## config.mk

```make
export PLATFORM = sky130hd
export DESIGN_NAME = alu_serial_op_decoder
export DESIGN_NICKNAME = d
export VERILOG_FILES = /design/src/rtl/alu_serial_op_decoder.sv
export SDC_FILE = /design/constraint.sdc
export NUM_CORES = 1
export LEC_CHECK = 0
export BUFFER_PORTS_ARGS = -buffer_cell sky130_fd_sc_hd__buf_2
export CORE_ASPECT_RATIO = 0.75
export CORE_UTILIZATION = 47
export CTS_BUF_LIST = sky130_fd_sc_hd__clkbuf_16
export DETAILED_ROUTE_END_ITERATION = 10
export GPL_ROUTABILITY_DRIVEN = 0
export PLACE_DENSITY_LB_ADDON = 0.3
export RECOVER_POWER = 25
export SYNTH_ARGS = -nofsm -noshare
export SYNTH_HDL_FRONTEND = slang
export SYNTH_SLANG_ARGS = --single-unit
```

## constraint.sdc

```tcl
create_clock -name clk -period 2.3 [get_ports clk]
set_input_delay 0.23 -clock clk [delete_from_list [all_inputs] [get_ports clk]]
set_output_delay 0.23 -clock clk [all_outputs]
set_load 0.05 [all_outputs]
```

## src/rtl/alu_serial_op_decoder.sv

```systemverilog
// Receiver for the ALU serial operation protocol: assembles data frames plus a
// closing command frame into one parallel operation with parity/framing/count checks.
module alu_serial_op_decoder #(
   parameter int MIN_ARGS = 2,
   parameter int MAX_ARGS = 10,
   parameter int DATA_W   = 8
) (
   input  logic                               clk,
   input  logic                               rst_n,
   input  logic                               sin,
   output logic                               op_valid,
   output logic [DATA_W-1:0]                  op_cmd,
   output logic [MAX_ARGS*DATA_W-1:0]         op_args,
   output logic [$clog2(MAX_ARGS+1)-1:0]      op_arg_cnt,
   output logic                               err_data_par,
   output logic                               err_cmd_par,
   output logic                               err_arg_num,
   output logic                               err_frame
);

   localparam int ACNT_W = $clog2(MAX_ARGS + 1);
   localparam int BCNT_W = $clog2(DATA_W);
   localparam logic [ACNT_W-1:0] MAX_CNT  = ACNT_W'(MAX_ARGS);
   localparam logic [ACNT_W-1:0] MIN_CNT  = ACNT_W'(MIN_ARGS);
   localparam logic [BCNT_W-1:0] LAST_BIT = BCNT_W'(DATA_W - 1);

   typedef enum logic [2:0] {
      S_IDLE,
      S_TYPE,
      S_PAYLOAD,
      S_PARITY,
      S_STOP,
      S_RESYNC
   } state_t;

   state_t                     state_q;
   logic [BCNT_W-1:0]          bit_cnt_q;
   logic                       is_cmd_q;
   logic [DATA_W-1:0]          shift_q;
   logic                       par_err_q;
   logic [ACNT_W-1:0]          arg_cnt_q;
   logic [MAX_ARGS*DATA_W-1:0] slots_q;
   logic                       ovf_q;
   logic                       dpar_q;

   always_ff @(posedge clk or negedge rst_n) begin
      if (!rst_n) begin
         state_q      <= S_IDLE;
         bit_cnt_q    <= '0;
         is_cmd_q     <= 1'b0;
         shift_q      <= '0;
         par_err_q    <= 1'b0;
         arg_cnt_q    <= '0;
         slots_q      <= '0;
         ovf_q        <= 1'b0;
         dpar_q       <= 1'b0;
         op_valid     <= 1'b0;
         op_cmd       <= '0;
         op_args      <= '0;
         op_arg_cnt   <= '0;
         err_data_par <= 1'b0;
         err_cmd_par  <= 1'b0;
         err_arg_num  <= 1'b0;
         err_frame    <= 1'b0;
      end else begin
         op_valid  <= 1'b0;
         err_frame <= 1'b0;
         case (state_q)
            S_IDLE: begin
               if (!sin) state_q <= S_TYPE;
            end
            S_TYPE: begin
               is_cmd_q  <= sin;
               bit_cnt_q <= '0;
               state_q   <= S_PAYLOAD;
            end
            S_PAYLOAD: begin
               shift_q   <= {shift_q[DATA_W-2:0], sin};
               bit_cnt_q <= bit_cnt_q + 1'b1;
               if (bit_cnt_q == LAST_BIT) state_q <= S_PARITY;
            end
            S_PARITY: begin
               // Even parity: a correct parity bit cancels the payload XOR.
               par_err_q <= sin ^ (^shift_q);
               state_q   <= S_STOP;
            end
            S_STOP: begin
               if (sin) begin
                  if (is_cmd_q) begin
                     op_valid     <= 1'b1;
                     op_cmd       <= shift_q;
                     op_args      <= slots_q;
                     op_arg_cnt   <= arg_cnt_q;
                     err_data_par <= dpar_q;
                     err_cmd_par  <= par_err_q;
                     err_arg_num  <= (arg_cnt_q < MIN_CNT) | ovf_q;
                     arg_cnt_q    <= '0;
                     slots_q      <= '0;
                     ovf_q        <= 1'b0;
                     dpar_q       <= 1'b0;
                  end else begin
                     if (arg_cnt_q < MAX_CNT) begin
                        for (int i = 0; i < MAX_ARGS; i++) begin
                           if (arg_cnt_q == ACNT_W'(i)) slots_q[i*DATA_W +: DATA_W] <= shift_q;
                        end
                        arg_cnt_q <= arg_cnt_q + 1'b1;
                     end else begin
                        ovf_q <= 1'b1;
                     end
                     dpar_q <= dpar_q | par_err_q;
                  end
                  state_q <= S_IDLE;
               end else begin
                  // Framing error: the whole partial operation is untrustworthy.
                  err_frame <= 1'b1;
                  arg_cnt_q <= '0;
                  slots_q   <= '0;
                  ovf_q     <= 1'b0;
                  dpar_q    <= 1'b0;
                  state_q   <= S_RESYNC;
               end
            end
            S_RESYNC: begin
               if (sin) state_q <= S_IDLE;
            end
            default: state_q <= S_IDLE;
         endcase
      end
   end

endmodule

```

Yosys cells after proc, flatten, opt, wreduce, memory -nomap -nowiden

Index checks and enable logic that the tools add are counted.

Add/subtract/negate cells: 2
Order comparisons: 2
Equal/unequal tests: 30
Muxes and demuxes: 32
Bitwise operators: 3
Reduce and logical (&&, ||, !) cells: 18

Operator list:

| kind                  | count |
|---|---|
| $mux W80              | 3 |
| $mux W8               | 10 |
| $reduce_and A3 Y1     | 12 |
| $ne A3 B1 Y1 const B  | 11 |
| $pmux W3 S6           | 1 |
| $eq A4 B3 Y1 const B  | 4 |
| $mux W3               | 4 |
| $mux W4               | 3 |
| $mux W1               | 10 |
| $eq A3 B3 Y1 const B  | 3 |
| $eq A4 B2 Y1 const B  | 2 |
| $eq A4 B4 Y1 const B  | 2 |
| $reduce_xor A8 Y1     | 1 |
| $eq A3 B2 Y1 const B  | 2 |
| $ne A2 B2 Y1 const B  | 3 |
| $pmux W3 S2           | 1 |
| $add A4 B1 Y4 const B | 1 |
| $eq A4 B1 Y1 const B  | 1 |
| $logic_not A4 Y1      | 1 |
| $lt A4 B2 Y1 const B  | 1 |
| $lt A4 B4 Y1 const B  | 1 |
| $reduce_and A2 Y1     | 2 |
| $add A3 B1 Y3 const B | 1 |
| $eq A3 B1 Y1 const B  | 1 |
| other kinds (5)       | 6 |

Register bits after elaboration: 199
Output and inout bits: 97

Depth between registers and ports, before layout

Word-level depth: 5
Depth in mapped cells: 8
Gate-level depth less buffers: 6

Least setup slack after synthesis

OpenSTA, ideal clock, no wires.

Kind: register to register
From: register arg_cnt_q[0]
To: register slots_q[16]
Setup time: 0.125 ns
Arrival time: 1.734 ns
Setup slack: 0.441 ns
Stages on the path, launching flop included: 6
Buffers on the path: 0
Clock period less this slack: 1.859 ns
Cells stage by stage: dfrtp_1 > inv_1 > ha_1 > or4b_4 > o21ai_4 > mux2_2

Word-level cells in the longest chain between the ends: 3
Elaborated cells between the ends (all ways): 5

RTL lines:

| element                                             | line     | RTL |
|---|---|---|
| start: declaration                                  | 41       | `logic [ACNT_W-1:0] arg_cnt_q;` |
| start signal: assignment                            | 106      | `arg_cnt_q <= arg_cnt_q + 1'b1;` |
| $lt A4 B4 Y1 / $eq A4 B2 Y1 (equally long branches) | 102, 104 |  |
| $ne A3 B1 Y1 (no line)                              | -        |  |
| $reduce_and A3 Y1 (no line) *                       | -        |  |
| end signal: indexed assignment                      | 104      | `if (arg_cnt_q == ACNT_W'(i)) slots_q[i*DATA_W +: DATA_W] <= shift_q;` |
| end: declaration                                    | 42       | `logic [MAX_ARGS*DATA_W-1:0] slots_q;` |

Mark *: on every way between the ends. The rest lies on a longest branch, timed or not.
A chain may end at the register's enable or synchronous reset.

Worst setup path in the final report

From: register arg_cnt_q[0]
To: register slots_q[22]

Same word-level chain as after synthesis.

==> metrics <==
Combinational Power Share=26.8%; Worst Setup Start Kind=register; initial antenna violation count=0; share of total power in the clock network=29.4%; Post-Syn Area per Cell=14.0 um2; placed cells=849; setup TNS=0 ns; vias per inst=5.39; CTS Hold Bufs=1; Ys Warns=0; sw frac=34.9%; CP max-delay cell=or4b_4; Setup Crit Path Kind=reg2reg; first-pass GRT wire length=26400 um; MaxCap Viol Count=0; vias in the first global route=4917; total grt overflow=0; min Tclk post-route=2.02 ns; CTS tree=yes; max_slew headroom=5.68%; Worst EP arrival=2.33 ns; WL final=16200 um; fin cells=882; P per Cell Area=1160 mW/mm2; R2R Setup Slk=0.28 ns; Final nets=668; FF-to-FF Start=arg_cnt_q[0]; EDFF count, synth=0; die footprint=0.0171 mm2; Row Count=40; fraction of registers with async set or reset after synthesis=100%; DIE WIDTH=151 um; Int Power=6.87 mW; CTS Root Cell=clkbuf_16; Sw Pwr=3.69 mW; H-Tree Depth=4; footprint of the multi-input gates=0.00262 mm2; Unique masters post-synth=36; Highest Clock Rate=495 MHz; worst r2r path cells=5; PortBufs=99; Syn Inst Count=558; Critical Path Sink=slots_q[22]; largest net degree at the start of global routing=77; DR iter-0 viols=350; CP max stage delay=0.50 ns; DR vias=4750; period utilization=87.9%; critical path cell sequence=inv_1 > ha_1 > or4b_4 > o21ai_4 > mux2_2; clk_lat worst skew=0.44 ns; CP top delay family=simple AND/OR/NAND/NOR gates; Mapped Nets=567; post_cts resized=0; hpwl dp=10900 um; FF/Latch Area=0.00498 mm2; Num Clock Sinks=199; Avg WL per Cell=18.4 um; leak pwr=4.69 nW; status=completed; Final Util=56.7%; Final Hold Violating Endpoints=0; Max FO, Critical Path=8; DR pass1 iterations=5; # fillers=1321; CP bufs+invs=1; IO Pins=100; Cell Area, Placed=0.00853 mm2; RR Endpoint=slots_q[22]; CTS clock-pin slew for the worst setup and hold paths=0.07 ns; Slew Limit Fails=0; DRC viols=0; Setup crit end kind=register; GRT Util Overall=20.4%; Post-Syn Area=0.00779 mm2; Tot Pwr=10.6 mW; sequential share of power=43.9%; instance count on the critical path=5; Synth-to-Final Area Change=17.3%; Post CTS Setup Buffer Count=0; final instance area=0.00913 mm2; Worst Skew=0.0143 ns; chip height=113 um; antenna diode count=0; Worst Path Required=2.61 ns; Main synth FF type=dfrtp_1; core footprint=0.0161 mm2; cts bufs inserted=17; CTS Buffer Depth=2; layout cell share with drive strength beyond 1=41.1%; initial core utilization=48.3%; Synth Register Bits=199; number of setup violations in the final report=0; Worst setup startpoint=arg_cnt_q[0]; RSZ-0062 raised after global routing=false; peak supply drop=0.712 mV; worst min path class=in2reg; Slew @ Worst Pin=1.41 ns; Detail Route Antenna Nets=0; Seq/Total Area, Yosys=63.9%
-- through the flow --
step                hold slack, ns  setup slack (ns)
finish                       0.122             0.279
global placement             0.227             0.370
global route                 0.121            0.0449
CTS                          0.103             0.286
detailed placement           0.237             0.317
floorplan                  -0.0656             0.441
-- synthesized netlist by cell type (5+ instances only) --
cell type,instances,area (um2)
nor2_1,12,45.0
buf_2,7,35.0
a22o_1,11,96.3
nand2_1,16,60.1
a21oi_1,5,25.0
and2_1,8,50.1
buf_4,8,60.1
mux2_2,125,1410
nand3_1,52,260
o21ai_0,49,245
clkbuf_1,12,45.0
dfrtp_1,199,4980
nand4_1,6,37.5
ha_1,6,75.1
-- cells in the final DEF (no fill, tap or decap), types with 2 or more instances in the layout --
cell type | Yosys | final
dfrtp_1 | 199 | 199
mux2_2 | 125 | 125
buf_2 | 7 | 98
nand3_1 | 52 | 52
o21ai_0 | 49 | 49
clkbuf_16 | 0 | 17
nand2_1 | 16 | 16
nor2_1 | 12 | 12
a22o_1 | 11 | 11
buf_4 | 8 | 9
and2_1 | 8 | 8
nand4_1 | 6 | 6
ha_1 | 6 | 6
a21oi_1 | 5 | 5
inv_6 | 0 | 5
xnor2_1 | 4 | 4
inv_1 | 3 | 3
nor2b_1 | 3 | 3
o21ai_1 | 3 | 3
mux2_1 | 3 | 3
xor2_1 | 3 | 3
nand2b_1 | 4 | 3
clkinv_4 | 0 | 3
bufinv_16 | 0 | 3
buf_12 | 0 | 3
inv_8 | 0 | 2
clkinv_1 | 0 | 2
-- worst min-delay path by stage --
stage	from	to	depth (start not counted)
2_1_floorplan	rst_n	arg_cnt_q[0]	0
3_3_place_gp	rst_n	op_cmd[1]	1
3_5_place_dp	rst_n	op_args[77]	1
4_1_cts	sin	err_frame	2
5_1_grt	sin	err_frame	2
6_report	sin	err_frame	2
-- sequential cells by signal, summed over array words and instances, names as in the netlist --
name          cells
bit_cnt_q         3
slots_q          80
state_q           3
err_arg_num       1
arg_cnt_q         4
op_arg_cnt        4
op_cmd            8
err_frame         1
op_args          80
is_cmd_q          1
op_valid          1
shift_q           8
err_data_par      1
ovf_q             1
dpar_q            1
par_err_q         1
err_cmd_par       1
-- layer usage --
metal / track usage (%) / vias up / routed length [um] / part of all wire, %
met5: 0 / - / 0 / 0
met4: 4.80 / 0 / 99 / 0.61
met3: 5.08 / 7 / 746 / 4.6
met2: 31.1 / 106 / 7650 / 47
met1: 29.7 / 2467 / 7750 / 48
li1: - / 2170 / - / -
-- cell families after synthesis --
group           share of synthesized area, %
xor+xnor                                1.08
buf+inv                                 2.52
fa+ha+maj                              0.964
mux                                     18.5
flops                                   63.9
simple gates                            7.68
compound gates                          5.32
-- power groups by stage --
stage | Clock (mW) | Sequential, mW | Combinational, mW
6_report | 3.10 | 4.63 | 2.83
5_1_grt | 3.32 | 4.72 | 3.02
4_1_cts | 3.18 | 4.63 | 2.85
3_5_place_dp | 0 | 4.69 | 2.83
3_3_place_gp | 0 | 4.66 | 2.75
2_1_floorplan | 0 | 5.20 | 1.50
-- layout make-up --
class                           instances  area share, %
Clock buffer                           17           4.66
Clock inverter                         15           2.08
Inverter                                3          0.123
Multi-Input combinational cell        325           28.7
Sequential cell                       199           54.5
Tap cell                              210           2.88
Timing Repair Buffer                  113           7.05
(Power assumes the default switching activity.)
